File: config.mk
export PLATFORM = sky130hd
export DESIGN_NAME = tx_encoder
export DESIGN_NICKNAME = d
export VERILOG_FILES = /design/src/rtl/tx_encoder_pkg.sv /design/src/rtl/tx_encoder_crc.sv /design/src/rtl/tx_encoder.sv
export SDC_FILE = /design/constraint.sdc
export NUM_CORES = 1
export LEC_CHECK = 0
export ABC_AREA = 1
export BUFFER_PORTS_ARGS = -buffer_cell sky130_fd_sc_hd__clkbuf_2
export CORE_AREA = 2 2 102 55
export CTS_BUF_LIST = sky130_fd_sc_hd__clkbuf_2 sky130_fd_sc_hd__clkbuf_4 sky130_fd_sc_hd__clkbuf_8
export CTS_CLUSTER_DIAMETER = 80
export DETAILED_ROUTE_END_ITERATION = 7
export DIE_AREA = 0 0 104 57
export GPL_TIMING_DRIVEN = 0
export PLACE_DENSITY_LB_ADDON = 0.3
export REMOVE_ABC_BUFFERS = 1
export SYNTH_ARGS = -nofsm -noshare
export SYNTH_HDL_FRONTEND = slang
export SYNTH_SLANG_ARGS = --single-unit
File: constraint.sdc
create_clock -name clk -period 4.39 [get_ports clk]
set_input_delay 0.6585 -clock clk [delete_from_list [all_inputs] [get_ports clk]]
set_output_delay 0.6585 -clock clk [all_outputs]
set_load 0.03 [all_outputs]
File: src/rtl/tx_encoder_pkg.sv
// Shared definitions for the backscatter reply encoder: FSM states, encoding
// selects, symbol kinds, CRC constants, pilot lengths and preamble patterns.
package tx_encoder_pkg;

    typedef enum logic [2:0] {
        ST_IDLE,
        ST_PILOT,
        ST_PREAMBLE,
        ST_DATA,
        ST_CRC,
        ST_EOS,
        ST_DONE
    } tx_state_e;

    typedef enum logic [1:0] {
        MSEL_FM0 = 2'b00,
        MSEL_M2  = 2'b01,
        MSEL_M4  = 2'b10,
        MSEL_M8  = 2'b11
    } msel_e;

    // SYM_V: FM0 violation (data-0 shape without boundary inversion);
    // SYM_P: Miller pilot bit (subcarrier only, baseband never moves).
    typedef enum logic [1:0] {
        SYM_0,
        SYM_1,
        SYM_V,
        SYM_P
    } sym_e;

    localparam logic [15:0] CRC_POLY   = 16'h1021;
    localparam logic [15:0] CRC_PRESET = 16'hFFFF;

    localparam logic [10:0] PILOT_FM0          = 11'd0;
    localparam logic [10:0] PILOT_FM0_TREXT    = 11'd12;
    localparam logic [10:0] PILOT_MILLER       = 11'd4;
    localparam logic [10:0] PILOT_MILLER_TREXT = 11'd16;

    // Bit i of each pattern is preamble symbol i (transmitted first = bit 0).
    localparam logic [2:0] PREAMBLE_LAST     = 3'd5;
    localparam logic [2:0] PREAMBLE_FM0_VIOL = 3'd4;
    localparam logic [5:0] PREAMBLE_FM0      = 6'b100101;
    localparam logic [5:0] PREAMBLE_MILLER   = 6'b111010;

    function automatic sym_e preamble_sym(input logic fm0, input logic [2:0] idx);
        sym_e s;
        logic v;
        v = fm0 ? PREAMBLE_FM0[idx] : PREAMBLE_MILLER[idx];
        s = v ? SYM_1 : SYM_0;
        if (fm0 && idx == PREAMBLE_FM0_VIOL) begin
            s = SYM_V;
        end
        return s;
    endfunction

    function automatic logic [3:0] bit_len_m1(input msel_e m);
        logic [3:0] r;
        case (m)
            MSEL_FM0: r = 4'd1;
            MSEL_M2:  r = 4'd3;
            MSEL_M4:  r = 4'd7;
            default:  r = 4'd15;
        endcase
        return r;
    endfunction

    function automatic logic [10:0] pilot_len(input msel_e m, input logic trext);
        logic [10:0] r;
        if (m == MSEL_FM0) begin
            r = trext ? PILOT_FM0_TREXT : PILOT_FM0;
        end else begin
            r = trext ? PILOT_MILLER_TREXT : PILOT_MILLER;
        end
        return r;
    endfunction

endpackage

File: src/rtl/tx_encoder_crc.sv
// Bit-serial CRC-16/CCITT with synchronous preset and shift enable; shared
// with the receive-side checker.
module crc16_serial
    import tx_encoder_pkg::*;
(
    input  logic        clk,
    input  logic        reset,
    input  logic        init,
    input  logic        en,
    input  logic        din,
    output logic [15:0] crc
);

    logic [15:0] crc_q;
    logic [15:0] crc_d;

    always_comb begin
        crc_d = crc_q;
        if (init) begin
            crc_d = CRC_PRESET;
        end else if (en) begin
            crc_d = {crc_q[14:0], 1'b0};
            if (crc_q[15] ^ din) begin
                crc_d = crc_d ^ CRC_POLY;
            end
        end
    end

    always_ff @(posedge clk or negedge reset) begin
        if (!reset) begin
            crc_q <= CRC_PRESET;
        end else begin
            crc_q <= crc_d;
        end
    end

    assign crc = crc_q;

endmodule

File: src/rtl/tx_encoder.sv
// Reply encoder: sequences pilot, preamble, payload, CRC and end-of-signalling
// bits and shapes them as FM0 or Miller-subcarrier symbols on mod_out.
module tx_encoder
    import tx_encoder_pkg::*;
(
    input  logic       clk,
    input  logic       reset,
    input  logic       tx_start,
    input  logic [1:0] m_sel,
    input  logic       trext,
    input  logic       crc_en,
    input  logic       tx_bit_src,
    input  logic       tx_data_done,
    output logic       data_clk,
    output logic       mod_out,
    output logic       tx_busy,
    output logic       tx_done
);

    tx_state_e   state_q, state_d;
    msel_e       msel_q, msel_d;
    logic        trext_q, trext_d;
    logic        crc_en_q, crc_en_d;
    logic [3:0]  tick_q, tick_d;
    logic [10:0] cnt_q, cnt_d;
    sym_e        sym_q, sym_d;
    logic        prev1_q, prev1_d;
    logic        last_q, last_d;
    logic        phase_q, phase_d;
    logic        mod_out_q, mod_out_d;
    logic        data_clk_q, data_clk_d;
    logic        tx_busy_q, tx_busy_d;
    logic        tx_done_q, tx_done_d;

    logic        crc_init;
    logic        crc_shift;
    logic [15:0] crc_val;
    logic        start;
    logic        fm0_d;
    logic        xmit_d;
    logic        base;
    logic [3:0]  lm1_q, lm1_d, half_d;

    crc16_serial u_crc (
        .clk   (clk),
        .reset (reset),
        .init  (crc_init),
        .en    (crc_shift),
        .din   (tx_bit_src),
        .crc   (crc_val)
    );

    assign lm1_q = bit_len_m1(msel_q);

    always_comb begin
        state_d   = state_q;
        msel_d    = msel_q;
        trext_d   = trext_q;
        crc_en_d  = crc_en_q;
        tick_d    = tick_q;
        cnt_d     = cnt_q;
        sym_d     = sym_q;
        prev1_d   = prev1_q;
        last_d    = last_q;
        crc_init  = 1'b0;
        crc_shift = 1'b0;
        start     = 1'b0;

        case (state_q)
            ST_IDLE: begin
                if (tx_start) begin
                    start    = 1'b1;
                    crc_init = 1'b1;
                    msel_d   = msel_e'(m_sel);
                    trext_d  = trext;
                    crc_en_d = crc_en;
                    tick_d   = '0;
                    cnt_d    = '0;
                    prev1_d  = 1'b1;
                    last_d   = 1'b0;
                    if (pilot_len(msel_e'(m_sel), trext) != '0) begin
                        state_d = ST_PILOT;
                        sym_d   = (msel_e'(m_sel) == MSEL_FM0) ? SYM_0 : SYM_P;
                    end else begin
                        state_d = ST_PREAMBLE;
                        sym_d   = preamble_sym(msel_e'(m_sel) == MSEL_FM0, 3'd0);
                    end
                end
            end
            ST_DONE: begin
                state_d = ST_IDLE;
            end
            default: begin
                if (tick_q != lm1_q) begin
                    tick_d = tick_q + 4'd1;
                end else begin
                    tick_d  = '0;
                    cnt_d   = cnt_q + 11'd1;
                    prev1_d = (sym_q != SYM_0);
                    case (state_q)
                        ST_PILOT: begin
                            if (cnt_q == pilot_len(msel_q, trext_q) - 11'd1) begin
                                state_d = ST_PREAMBLE;
                                cnt_d   = '0;
                                sym_d   = preamble_sym(msel_q == MSEL_FM0, 3'd0);
                            end
                        end
                        ST_PREAMBLE: begin
                            if (cnt_q[2:0] == PREAMBLE_LAST) begin
                                state_d   = ST_DATA;
                                cnt_d     = '0;
                                sym_d     = tx_bit_src ? SYM_1 : SYM_0;
                                last_d    = tx_data_done;
                                crc_shift = 1'b1;
                            end else begin
                                sym_d = preamble_sym(msel_q == MSEL_FM0, cnt_q[2:0] + 3'd1);
                            end
                        end
                        ST_DATA: begin
                            if (!last_q) begin
                                sym_d     = tx_bit_src ? SYM_1 : SYM_0;
                                last_d    = tx_data_done;
                                crc_shift = 1'b1;
                            end else if (crc_en_q) begin
                                state_d = ST_CRC;
                                cnt_d   = '0;
                                sym_d   = crc_val[15] ? SYM_0 : SYM_1;
                            end else begin
                                state_d = ST_EOS;
                                sym_d   = SYM_1;
                            end
                        end
                        ST_CRC: begin
                            if (cnt_q[3:0] == 4'd15) begin
                                state_d = ST_EOS;
                                sym_d   = SYM_1;
                            end else begin
                                sym_d = crc_val[4'd14 - cnt_q[3:0]] ? SYM_0 : SYM_1;
                            end
                        end
                        default: begin
                            state_d = ST_DONE;
                        end
                    endcase
                end
            end
        endcase

        // Outputs are computed from the next-cycle slot so the registered
        // mod_out/data_clk line up with the tick counter they belong to.
        fm0_d  = (msel_d == MSEL_FM0);
        lm1_d  = bit_len_m1(msel_d);
        half_d = (lm1_d >> 1) + 4'd1;
        xmit_d = (state_d inside {ST_PILOT, ST_PREAMBLE, ST_DATA, ST_CRC, ST_EOS});
        base   = start ? 1'b0 : phase_q;

        phase_d = base;
        if (xmit_d) begin
            if (tick_d == '0) begin
                if (fm0_d) begin
                    phase_d = (sym_d == SYM_V) ? base : ~base;
                end else if (sym_d == SYM_0 && !prev1_d) begin
                    phase_d = ~base;
                end
            end else if (tick_d == half_d) begin
                if (fm0_d) begin
                    phase_d = (sym_d inside {SYM_0, SYM_V}) ? ~base : base;
                end else if (sym_d == SYM_1) begin
                    phase_d = ~base;
                end
            end
        end

        mod_out_d  = xmit_d & (fm0_d ? phase_d : (phase_d ^ tick_d[0]));
        data_clk_d = (tick_d == lm1_d) &&
                     ((state_d == ST_PREAMBLE && cnt_d[2:0] == PREAMBLE_LAST) ||
                      (state_d == ST_DATA && !last_d));
        tx_busy_d  = (state_d != ST_IDLE);
        tx_done_d  = (state_d == ST_DONE);
    end

    always_ff @(posedge clk or negedge reset) begin
        if (!reset) begin
            state_q    <= ST_IDLE;
            msel_q     <= MSEL_FM0;
            trext_q    <= 1'b0;
            crc_en_q   <= 1'b0;
            tick_q     <= '0;
            cnt_q      <= '0;
            sym_q      <= SYM_0;
            prev1_q    <= 1'b1;
            last_q     <= 1'b0;
            phase_q    <= 1'b0;
            mod_out_q  <= 1'b0;
            data_clk_q <= 1'b0;
            tx_busy_q  <= 1'b0;
            tx_done_q  <= 1'b0;
        end else begin
            state_q    <= state_d;
            msel_q     <= msel_d;
            trext_q    <= trext_d;
            crc_en_q   <= crc_en_d;
            tick_q     <= tick_d;
            cnt_q      <= cnt_d;
            sym_q      <= sym_d;
            prev1_q    <= prev1_d;
            last_q     <= last_d;
            phase_q    <= phase_d;
            mod_out_q  <= mod_out_d;
            data_clk_q <= data_clk_d;
            tx_busy_q  <= tx_busy_d;
            tx_done_q  <= tx_done_d;
        end
    end

    assign mod_out  = mod_out_q;
    assign data_clk = data_clk_q;
    assign tx_busy  = tx_busy_q;
    assign tx_done  = tx_done_q;

endmodule

==> Word level (Yosys, flattened, before mapping) <==
Memories as Yosys holds them, arrays and structs flattened.
Index checks and enable logic that the tools add are counted.
{ "word_totals": {"mem_count": 2, "regBits": 47, "mem_bits_ro": 16, "inputBits": 9, "out_inout_bits": 4} }
{ "op_classes": {"eq_ne": 27, "n_mux": 91, "n_bitwise": 6, "n_addsub": 6, "n_reduce_logical": 23, "order_cmp": 2} }
{ "memory_table": {"columns": ["name", "words", "width", "rd", "rd_clocked_by_memory_dff", "write_ports", "line_no", "rtl"], "rows": [
  ["(name not given)", 8, 1, 1, 0, 0, "tx_encoder_pkg.sv:48", "v = fm0 ? PREAMBLE_FM0[idx] : PREAMBLE_MILLER[idx];"],
  ["(name not given)", 8, 1, 1, 0, 0, "tx_encoder_pkg.sv:48", null]
]} }
{ "op_table": {"columns": ["operator", "n"], "rows": [
  ["two-way mux 11 bit", 11],
  ["two-way mux 1 bit", 39],
  ["case mux 11 bit (3 select lines)", 1],
  ["two-way mux 16 bit", 2],
  ["== test 3 bit, second input constant", 8],
  ["case mux 4 bit (3 select lines)", 2],
  ["case mux 11 bit (2 select lines)", 1],
  ["two-way mux 2 bit", 10],
  ["two-way mux 5 bit", 4],
  ["two-way mux 3 bit", 6],
  ["two-way mux 4 bit", 4],
  ["two-way mux 13 bit", 1],
  ["== test 3 x 2 -> 1 bit, second input constant", 4],
  ["case mux 3 bit (4 select lines)", 1],
  ["adder 11 x 1 -> 11 bit, second input constant", 1],
  ["== test 11 bit", 1],
  ["nonzero test 11 bit", 1],
  ["subtractor 11 x 1 -> 11 bit, second input constant", 1],
  ["== test 4 bit", 2],
  ["logical NOT 2 bit", 4],
  ["case mux 1 bit (2 select lines)", 4],
  ["case mux 2 bit (4 select lines)", 1],
  ["case mux 4 bit (2 select lines)", 1],
  ["== test 2 x 1 -> 1 bit, second input constant", 3],
  ["other kinds (30)", 42]
]} }

==> Logic depth before layout (Yosys ltp) <==
Gate-level depths: netlist of run 1.
{ "depth": {"ltp_word": 21, "mapped_depth": 23, "mapped_depth_nobuf": 23} }

==> Hierarchy <==
From an unflattened synthesis of run 1, not the netlist that was laid out.
{ "hier_totals": {"hier_cells": 406, "area_unflattened_um2": 3176.8} }
{ "by_module_without_submodules": {"columns": ["module", "cells_per_inst", "area_each_um2", "seq_area_each_um2", "n_inst"], "rows": [
  ["tx_encoder", 338, 2426.1, 777.0, 1],
  ["crc16_serial", 68, 750.7, 420.4, 1]
]} }

==> Worst setup path after synthesis of run 1 <==
Ideal clock, no wire load.
{ "synth_timing": {"kind": "register to register", "startpoint": "register cnt_q[0]", "endpoint": "register mod_out_q, in the netlist mod_out", "period_less_slack_ps": 2329, "arrival_time_ps": 2210, "slack_ps": 2061, "n_path_buf": 0, "setup_time_ps": 119, "required_ps": 4271, "path_stages_with_launch": 20, "cell_sequence": "dfrtp_1 ha_1 xnor2_1 ha_1 a21oi_1 nand3_1 nand2_1 nor2_1 nand3_1 nand2_1 nand2_1 nand2_2 inv_1 nand2_1 nand3_1 nand2_2 nand2_1 nand2_2 a21oi_1 nor2_1"} }
{ "synth_between": {"elab_chain_len": 20, "word_cells_on_any_way": 52, "classes_between": "add/sub: 2; eq/ne: 11; mux: 30; bitwise: 2; reduce/logical: 5; memory: 2"} }
{ "synth_rtl": {"columns": ["item", "line_no", "rtl"], "rows": [
  ["start, declared", "tx_encoder.sv:25", "logic [10:0] cnt_q, cnt_d;"],
  ["start signal, assigned", "tx_encoder.sv:204", "cnt_q <= cnt_d;"],
  ["adder 3 x 1 -> 3 bit", "tx_encoder.sv:116", "sym_d = preamble_sym(msel_q == MSEL_FM0, cnt_q[2:0] + 3'd1);"],
  ["memory read (8 x 1 bit)", null, null],
  ["two-way mux 1 bit (not written as such)", "tx_encoder_pkg.sv:48", null],
  ["two-way mux 1 bit", "tx_encoder_pkg.sv:48", null],
  ["two-way mux 1 bit", "tx_encoder_pkg.sv:49", "s = v ? SYM_1 : SYM_0;"],
  ["two-way mux 2 bit", "tx_encoder_pkg.sv:50", "if (fm0 && idx == PREAMBLE_FM0_VIOL) begin"],
  ["two-way mux 2 bit", "tx_encoder.sv:109", "if (cnt_q[2:0] == PREAMBLE_LAST) begin"],
  ["case mux 2 bit (4 select lines) *", "tx_encoder.sv:100", "case (state_q)"],
  ["[... 2 more ...]", null, null],
  ["via sym_d[0]", "tx_encoder.sv:26", "sym_e sym_q, sym_d;"],
  ["[... 3 more ...]", null, null],
  ["two-way mux 1 bit", "tx_encoder.sv:166", "if (fm0_d) begin"],
  ["two-way mux 1 bit", "tx_encoder.sv:165", "end else if (tick_d == half_d) begin"],
  ["two-way mux 1 bit *", "tx_encoder.sv:159", "if (tick_d == '0) begin"],
  ["two-way mux 1 bit *", "tx_encoder.sv:158", "if (xmit_d) begin"],
  ["XOR 1 bit", "tx_encoder.sv:174", "mod_out_d = xmit_d & (fm0_d ? phase_d : (phase_d ^ tick_d[0]));"],
  ["two-way mux 1 bit *", "tx_encoder.sv:174", null],
  ["AND 1 bit *", "tx_encoder.sv:174", null],
  ["via mod_out_d", "tx_encoder.sv:30", "logic mod_out_q, mod_out_d;"],
  ["end signal, assigned", "tx_encoder.sv:209", "mod_out_q <= mod_out_d;"],
  ["end, declared", "tx_encoder.sv:30", null]
]} }
Mark *: on every way through the listed nets, which the timed path passes. The rest lies on a longest branch. The select of a mux whose other input is x is not followed.
A chain may end at the register's enable or synchronous reset.

==> Worst setup path in the final report of run 1 <==
Ends and elaborated chain as after synthesis.

==> results of run 1 <==
## state kept, by name (all words and copies together) (netlist names)
register,count
mod_out,1
cnt_q,11
phase_q,1
u_crc.crc,16
tx_busy,1
trext_q,1
prev1_q,1
state_q,3
tx_done,1
last_q,1
msel_q,2
sym_q,2
tick_q,4
data_clk,1
crc_en_q,1
## worst register-to-register path, stage by stage (launching register included)
cell and delay (ns):
dfrtp_1 0.72, ha_1 0.38, xnor2_1 0.22, ha_1 0.29
a21oi_1 0.12, nand3_1 0.09, nand2_1 0.07, nor2_1 0.04
nand3_1 0.08, nand2_1 0.05, nand2_1 0.07, nand2_2 0.07
inv_1 0.08, nand2_1 0.05, nand3_1 0.07, nand2_2 0.07
nand2_1 0.08, nand2_2 0.07, a21oi_1 0.13, nor2_1 0.07
## cell families (layout without fill, tap and decap cells)
kind of cell / count (synthesis) / in the layout
and+or+nand+nor: 232 / 232
buffers and inverters: 66 / 79
AOI/OAI and AO/OA: 65 / 65
DFF: 47 / 47
xor gates and xnor gates: 10 / 10
adders and majority gates: 6 / 6
## where the power goes
part	switching [mW]	internal [mW]	total, mW
Sequential	0	0.434	0.434
Combinational	0.0174	0.00598	0.0233
Clock	0.150	0.185	0.335
Total	0.168	0.624	0.792
## layer usage
layer / vias to the layer above / wire (um)
met1: 1324 / 3817
li1: 1406 / -
met4: 0 / 53
met3: 6 / 587
met5: - / 0
met2: 103 / 2840
## cell usage in the layout, fill, tap and decap left out, types with 3 or more instances in the layout
cell type,count
nand2_1,115
inv_1,45
nor2_1,41
nand3_1,30
a21oi_1,30
dfrtp_1,30
dfstp_2,17
o21ai_0,12
clkbuf_2,12
inv_2,10
nand2_2,10
nand4_1,9
xor2_1,7
nor3_1,7
o22ai_1,6
ha_1,6
clkbuf_8,6
nand2_4,4
nand3b_1,4
nor2_4,3
inv_4,3
## worst min-delay path by stage
stage / startpoint / endpoint / slack (ns) / cells after the start
after detailed placement: crc_en_q / crc_en_q / 0.47 / 2
after CTS: u_crc.crc[8] / u_crc.crc[8] / 0.48 / 2
after global routing: crc_en_q / crc_en_q / 0.51 / 2
final: u_crc.crc[10] / u_crc.crc[10] / 0.48 / 2
after global placement: u_crc.crc[0] / u_crc.crc[0] / 0.47 / 2
after floorplan: reset / cnt_q[0] / 0.36 / 0
## through the flow
| step | hold slack [ns] | util, % | setup slack [ns] | instance area, um^2 |
|---|---|---|---|---|
| detailed placement | 0.4658 | 62.99 | 1.538 | 3234 |
| finish | 0.4803 | 65.28 | 1.466 | 3352 |
| floorplan | 0.3629 | - | 1.941 | 3083 |
| global route | 0.5132 | 65.28 | 1.242 | 3352 |
| CTS | 0.4831 | 65.28 | 1.512 | 3352 |
| global placement | 0.4654 | 62.99 | 1.622 | 3234 |
## layout make-up
type | instances | share of cell area [%]
well taps | 73 | 2.725
multi-input cells | 313 | 49.42
flip-flops and latches | 47 | 35.72
clock buffers | 6 | 2.464
inverters | 59 | 6.831
repair buffers | 12 | 1.792
clock inverters | 2 | 1.045
## synth_stat cells (7+ instances only)
cell     count  area [um^2]
dfstp_2     17        446.7
a21oi_1     30        150.1
nor2_1      41        153.9
dfrtp_1     30        750.7
nand4_1      9        56.30
nand3_1     30        150.1
inv_2       10        37.54
o21ai_0     12        60.06
inv_1       45        168.9
nand2_2     10        62.56
nand2_1    115        431.7
xor2_1       7        61.31
nor3_1       7        35.03
==> metrics.md, run 1 <==
| Metric | Value |
|---|---|
| Compound-gate portion of the synthesized area | 12.73% |
| Crit path largest cell delay | 0.72 ns |
| RSZ-0062 raised after global routing | no |
| Dpl cells | 504 |
| Post-DP HPWL | 5575 um |
| Core region area | 5135 um^2 |
| H-tree depth | 2 |
| Overflow after GRT | 0 |
| Post-synthesis mux area share | 0% |
| Worst-skew pair later-pin latency | 0.30 ns |
| Drt pass-1 iters | 5 |
| Tcrit/Tclk final | 66.61% |
| Antenna diodes | 0 |
| Slew Viols, Final | 0 |
| Via/cell ratio | 5.545 |
| Grt met3 use | 6.514% |
| 1st-iter DRT viols | 336 |
| Initial antenna violation count | 0 |
| Die Span Y | 57 um |
| LEAKAGE | 1.695 nW |
| Met2 Usage GRT | 35.53% |
| Clock slew seen by the registers of the worst setup and hold paths | 0.09 ns |
| Ports | 13 |
| Area of the multi-input gates | 1657 um^2 |
| Synth-to-layout area growth | 7.246% |
| Post-Synth XOR/XNOR Area | 3.042% |
| Layout cells sized above 1 | 18.45% |
| CTS Sinks | 47 |
| Worst slew margin | 22.69% |
| Slowest CP cell | dfrtp_1 |
| Nets | 453 |
| R2R Path End | mod_out |
| # rows | 19 |
| Via count | 2839 |
| Largest family of logic cells by synthesized area | simple AND/OR/NAND/NOR gates |
| Cells along the critical path | ha_1 -> xnor2_1 -> ha_1 -> a21oi_1 -> nand3_1 -> nand2_1 -> nor2_1 -> nand3_1 -> nand2_1 -> nand2_1 -> nand2_2 -> inv_1 -> nand2_1 -> nand3_1 -> nand2_2 -> nand2_1 -> nand2_2 -> a21oi_1 -> nor2_1 |
| Post-Synthesis Cells | 426 |
| HP Class | reg -> reg |
| First-pass GRT wire length | 12240 um |
| Post-DRT Antenna Nets | 0 |
| Seq/Total Area, Yosys | 38.31% |
| Critical path class | reg -> reg |
| CTS Root Cell | clkbuf_8 |
| Setup TNS | 0 ns |
| CP top delay family | simple AND/OR/NAND/NOR gates |
| Total CTS buffers | 5 |
| Netlist cell types | 46 |
| Critical Path Fanout Max | 17 |
| FMAX | 342.0 MHz |
| DR WL/cell | 14.25 um |
| Worst Setup Start Kind | flop |
| Stages on worst setup path | 19 |
| Asr flop ratio synth | 100.0% |
| Ys Warns | 0 |
| Non-filler instance count after layout | 512 |
| Clock skew | 0.009051 ns |
| GRT met1 Usage | 42.23% |
| Sequential cell area | 1197 um^2 |
| CP required | 4.59 ns |
| Detailed Route WL | 7298 um |
| Fill cell count | 454 |
| Final Hold Viols | 0 |
| Max cap viols | 0 |
| Post_cts resized | 0 |
| Die area | 5928 um^2 |
| Final Setup Violations | 0 |
| GRT Overall Usage | 26.23% |
| Worst-margin pin slew | 1.160 ns |
| Status | finished, final reports clean |
| Vias in the first global route | 2550 |
| Starting Density | 60.87% |
| Fin crit period | 2.924 ns |
| I/O Buffers | 12 |
| CTS tree | yes |
| Post-synth EDFFs | 0 |
| Simple-gate share of the synthesized area | 34.83% |
| GP Congestion | 0.9333 |
| Total power | 0.7919 mW |
| Gr busiest metal | met1 |
| Power Density | 236.3 nW/um^2 |
| Most numerous cell on the critical path | nand2_1 |
| Post-CTS Repair Setup Buffers | 0 |
| Post-Synth Adder-Cell Area | 2.402% |
| CP Capture Type | flop |
| Worst path buffer plus inverter count | 1 |
| DRC Markers | 0 |
| Flops & latches, synth | 47 |
| Worst EP arrival | 3.12 ns |
| Peak supply drop | 0.1582 mV |
| R2R cell count | 19 |
| Hold bufs inserted after CTS | 0 |
| Primary FF master, synth | dfrtp_1 |
| Clock tree buffer depth | 2 |
| Avg Synthesized Cell Area | 7.337 um^2 |
| CP startpoint | cnt_q[0] |
| Register-to-register setup slack | 1.47 ns |
| Setup crit end | mod_out |
| Die width | 104 um |
| Critical R2R Launch | cnt_q[0] |
| Mapped cell area | 3125 um^2 |
| Largest net degree at the start of global routing | 48 |
(Power assumes the default switching activity.)
==> run 2: changes to the inputs <==
Settings changed: CORE_AREA 2 2 102 55 to 2 2 107 57, DIE_AREA 0 0 104 57 to 0 0 109 59.
Clock period 4.39 ns to 2.4 ns, I/O delays scaled along.
==> run 2 against run 1 <==
Against the previous run: the flow now finishes with violations (negative setup slack); first-iteration DRC count shrank 27%; routed wire length shrank 3.6%; global-route usage shrank 2.8 points; setup slack lost 1.6 ns; critical endpoint unchanged; highest routed layer unchanged.
==> metrics.md, run 2 (synthesis gave the netlist of run 1 again) <==
| Metric | Value |
|---|---|
| Via count | 2818 |
| Die Span Y | 59 um |
| Synth-to-layout area growth | 14.65% |
| Area of the multi-input gates | 1803 um^2 |
| Non-filler instance count after layout | 524 |
| Worst-margin pin slew | 1.145 ns |
| CP Capture Type | flop |
| Fill cell count | 458 |
| CTS tree | yes |
| Hold Slack | 0.2559 ns |
| Final Setup Violations | 2 |
| # rows | 19 |
| Slew Viols, Final | 0 |
| DR WL/cell | 13.43 um |
| Commonest non-fill, non-tap cell in the layout | nand2_1 |
| Layout cells sized above 1 | 27.94% |
| Die width | 109 um |
| Largest net degree at the start of global routing | 48 |
| Peak supply drop | 0.2412 mV |
| Post-DRT Antenna Nets | 0 |
| Critical path class | reg -> reg |
| CTS Sinks | 47 |
| Comb power frac | 3.0% |
| Drt pass-1 iters | 6 |
| First-pass GRT wire length | 11720 um |
| Core region area | 5396 um^2 |
| Critical Path Fanout Max | 4 |
| Total CTS buffers | 5 |
| Die area | 6431 um^2 |
| Sequential cell area | 1202 um^2 |
| H-tree depth | 2 |
| Nets | 465 |
| Cell area after layout | 3583 um^2 |
| Overflow after GRT | 0 |
| Max cap viols | 0 |
| Tcrit/Tclk final | 103.9% |
| Largest register FFs | 16 |
| 1st-iter DRT viols | 244 |
| Clock tree buffer depth | 2 |
| DRC Markers | 0 |
| Via/cell ratio | 5.378 |
| Hold bufs inserted after CTS | 0 |
| Clock power frac | 39.1% |
| I/O Buffers | 12 |
| Net Sw Frac | 21.36% |
| FMAX | 401.0 MHz |
| GP Congestion | 0.9103 |
| Internal power | 1.079 mW |
| Final Core Density | 66.40% |
| Sequential fraction of design power | 57.8% |
| Failing checks | negative setup slack |
| Worst EP arrival | 2.69 ns |
| Worst-skew pair later-pin latency | 0.30 ns |
| P_sw | 0.2932 mW |
| Ports | 13 |
| Starting Density | 57.92% |
| Clock slew seen by the registers of the worst setup and hold paths | 0.09 ns |
| Place WS | -0.4446 ns |
| Vias in the first global route | 2544 |
| Placed inst area | 3234 um^2 |
| Detailed Route WL | 7036 um |
| Worst Setup Start Kind | flop |
| Worst slew margin | 23.63% |
| Commonest cells after routing, fill and taps aside | nand2_1, inv_1, nor2_1, nand3_1, dfrtp_1 |
| CTS Root Cell | clkbuf_8 |
| Post-DP HPWL | 4884 um |
| Setup TNS | -0.09969 ns |
| Power Density | 383.0 nW/um^2 |
| Dpl cells | 504 |
| Clock skew | 0.005842 ns |
| RSZ-0062 raised after global routing | yes |
| Initial antenna violation count | 0 |
| Final Hold Viols | 0 |
| HP Class | in -> reg |
| Antenna diodes | 0 |
| LEAKAGE | 1.783 nW |
| Total power | 1.372 mW |
| Fin crit period | 2.494 ns |
| Status | finished with violations |
| Final WS setup | -0.09396 ns |
| CP required | 2.59 ns |
| GRT Overall Usage | 23.41% |
## run 2: cell types whose count changed in the layout (fill, tap and decap cells not counted), moves of 5 or more
cell,delta
a21oi_1,-5
inv_2,+5
buf_4,+12
inv_1,-5
nand2_2,+5
nand2_1,-6
## run 2: timing repair
action                     in CTS  in global routing
gates resized for setup        11                 28
setup buffers                   4                  8
setup endpoints to repair      17                  7
pin swaps                       1                 20
## run 2: power groups by stage
stage          sequential (mW)  combinational (mW)  clock, mW
2_1_floorplan            0.808              0.0140          0
3_3_place_gp             0.808              0.0421          0
3_5_place_dp             0.808              0.0424          0
4_1_cts                  0.793              0.0421      0.547
5_1_grt                  0.794              0.0495      0.582
6_report                 0.793              0.0418      0.537
## run 2: final cells by class
cell class	count	share of cell area, %
timing repair buffer	24	4.190
multi-input combinational	313	50.31
tap	73	2.549
sequential	47	33.55
inverter	59	6.494
clock buffer	8	2.898
## run 2: worst paths after layout
check	start	end	slack, ns	cells after the start
setup / recovery	msel_q[1]	mod_out	-0.09	22
hold / removal	crc_en	crc_en_q	0.26	3
setup reg to reg	msel_q[1]	mod_out	-0.09	22
hold reg to reg	u_crc.crc[9]	u_crc.crc[9]	0.48	2
max in group asynchronous	reset	cnt_q[1]	1.34	1
min in group asynchronous	reset	cnt_q[8]	0.28	1
## run 2: layer usage
metal  wire (um)  GRT usage (%)
met5           0              0
met4          49          5.495
met3         293          3.956
met2        3222          37.27
met1        3470          33.85
## run 2: worst max-delay path: stages, from the launching register on
cell     delay (ns)
dfrtp_2        0.43
inv_2          0.08
nand2_4        0.06
ha_4           0.26
inv_2          0.04
nand2_2        0.05
nand2_2        0.06
nor2_1         0.09
nand3_1        0.09
nor2_2         0.13
nand4_1        0.11
nand3_1        0.13
nand2_1        0.06
nand2_1        0.08
nand2_2        0.10
a21oi_2        0.15
nand2_1        0.07
nand2_2        0.09
nand2_2        0.05
nand2_2        0.09
nand3_2        0.06
nand2_1        0.06
nor2_1         0.04
==> run 3: changes to the inputs <==
Settings changed: MAX_ROUTING_LAYER set to met4, TNS_END_PERCENT set to 1.
==> run 3 against run 2 <==
Against the previous run: the run still ends with negative setup slack left; first-iteration DRC count shrank 41%; final area grew 0.73%; global-route usage grew 0.67 points; clock skew grew 0.0052 ns; sequential power is essentially flat; total power shrank 0.64%; combinational power grew 2%; core utilization grew 0.49 points; setup slack gained 0.0061 ns; via count grew 0.78%; routed wire length is essentially flat; critical endpoint unchanged.
==> metrics.md, run 3 (synthesis gave the netlist of run 1 again) <==
| Metric | Value |
|---|---|
| Non-filler instance count after layout | 528 |
| Worst EP arrival | 2.68 ns |
| I/O Buffers | 12 |
| Critical Path Fanout Max | 4 |
| Fill cell count | 444 |
| Final WS setup | -0.08782 ns |
| Clock power frac | 38.7% |
| Internal power | 1.068 mW |
| Clock skew | 0.01102 ns |
| Power Density | 377.8 nW/um^2 |
| Place WS | -0.4496 ns |
| CP required | 2.59 ns |
| Clock slew seen by the registers of the worst setup and hold paths | 0.09 ns |
| Total power | 1.364 mW |
| Overflow after GRT | 0 |
| Fin crit period | 2.488 ns |
| Comb power frac | 3.1% |
| CTS Sinks | 47 |
| GP Congestion | 0.9264 |
| Hold bufs inserted after CTS | 0 |
| CTS Root Cell | clkbuf_8 |
| Post-DP HPWL | 4860 um |
| WL met3 | 231 um |
| Slew Viols, Final | 0 |
| Ports | 13 |
| Top Metal Used | met4 |
| FMAX | 402.0 MHz |
| Worst-margin pin slew | 1.127 ns |
| Sequential fraction of design power | 58.2% |
| Peak supply drop | 0.2341 mV |
| Net Sw Frac | 21.71% |
| Largest net degree at the start of global routing | 48 |
| Sequential cell area | 1202 um^2 |
| Post-route met1 wirelength | 3522 um |
| Largest register FFs | 16 |
| Final Hold Viols | 0 |
| Layout cells sized above 1 | 28.57% |
| Via count | 2840 |
| # rows | 19 |
| Max cap viols | 0 |
| Die area | 6431 um^2 |
| Commonest cells after routing, fill and taps aside | nand2_1, inv_1, nor2_1, nand3_1, a21oi_1 |
| 1st-iter DRT viols | 145 |
| GRT Overall Usage | 24.08% |
| Post-DRT Antenna Nets | 0 |
| Worst-skew pair later-pin latency | 0.30 ns |
| Detailed Route WL | 7029 um |
| Vias in the first global route | 2580 |
| Routed wl met2 | 3199 um |
| Dpl cells | 504 |
| Die Span Y | 59 um |
| LEAKAGE | 1.802 nW |
| Final Setup Violations | 1 |
| Worst slew margin | 24.84% |
| Antenna diodes | 0 |
| P_sw | 0.2960 mW |
| Via/cell ratio | 5.379 |
| Nets | 469 |
| Area of the multi-input gates | 1800 um^2 |
| Total CTS buffers | 5 |
| H-tree depth | 2 |
| Tcrit/Tclk final | 103.7% |
| Drt pass-1 iters | 5 |
| CP Capture Type | flop |
| Initial antenna violation count | 0 |
| DRC Markers | 0 |
| Commonest non-fill, non-tap cell in the layout | nand2_1 |
| HP Class | in -> reg |
| Clock tree buffer depth | 2 |
| Starting Density | 57.92% |
| Critical path class | reg -> reg |
| RSZ-0062 raised after global routing | yes |
| Synth-to-layout area growth | 15.49% |
| Status | finished with violations |
| Worst Setup Start Kind | flop |
| Core region area | 5396 um^2 |
| DR WL/cell | 13.31 um |
| First-pass GRT wire length | 11800 um |
| CTS tree | yes |
| Die width | 109 um |
| Failing checks | negative setup slack |
| Final Core Density | 66.89% |
==> run 3: what timing repair did <==
item / CTS / global route
gates resized for setup: 10 / 29
buffers inserted: 5 / 11
pin swaps: 2 / 19
gates cloned: 0 / 0
endpoints found under the setup margin: 17 / 6
==> run 3: through the flow <==
step                TNS [ns]  hold WS (ns)  area [um^2]
floorplan           -0.04873       0.06441         3083
global placement      -3.587        0.4678         3234
detailed placement    -3.537        0.4652         3234
CTS                 -0.03426        0.2556         3406
global route         -0.8212        0.2787         3610
finish              -0.08782        0.2599         3610
==> run 3: area by class of cell <==
cell class              count  share of cell area (%)
well taps                  73                   2.530
repair buffers             28                   4.991
flip-flops and latches     47                   33.31
inverters                  59                   6.447
clock buffers               7                   2.669
clock inverters             1                  0.1733
multi-input cells         313                   49.88
==> run 3: final timing paths <==
path	startpoint	end	slack, ns	depth (start not counted)
max in group asynchronous	reset	msel_q[1]	1.36	1
worst max-delay path	msel_q[1]	mod_out	-0.09	20
worst min-delay path	crc_en	crc_en_q	0.26	3
min in group asynchronous	reset	crc_en_q	0.27	1
worst min register to register	u_crc.crc[6]	u_crc.crc[6]	0.48	2
worst max register to register	msel_q[1]	mod_out	-0.09	20
==> run 3: critical path, stage by stage, from the launching register on <==
cell and delay (ns):
dfrtp_2 0.43, inv_2 0.09, nand2_4 0.07, ha_4 0.26, inv_2 0.04, nand2_2 0.05
nand2_2 0.06, nor2_1 0.10, nand3_1 0.08, nor2_2 0.12, nand4_1 0.09, nand3_1 0.14
nand2_1 0.08, nand2_1 0.09, nand2_2 0.09, a21oi_2 0.14, nand2_1 0.07, nand2_2 0.09
nand3_2 0.09, a21oi_1 0.15, nor2_1 0.06
==> run 3: metal layers <==
metal  GRT usage [%]  vias up
li1                -     1435
met1           34.25     1336
met2           36.82       60
met3           3.956        9
met4           4.945        0
met5               -        -
==> run 3: power groups by stage <==
stage	logic [mW]	clock network (mW)	registers [mW]
after floorplan	0.0140	0	0.808
after global placement	0.0419	0	0.808
after detailed placement	0.0427	0	0.808
after CTS	0.0425	0.548	0.793
after global routing	0.0493	0.574	0.794
final	0.0425	0.528	0.793
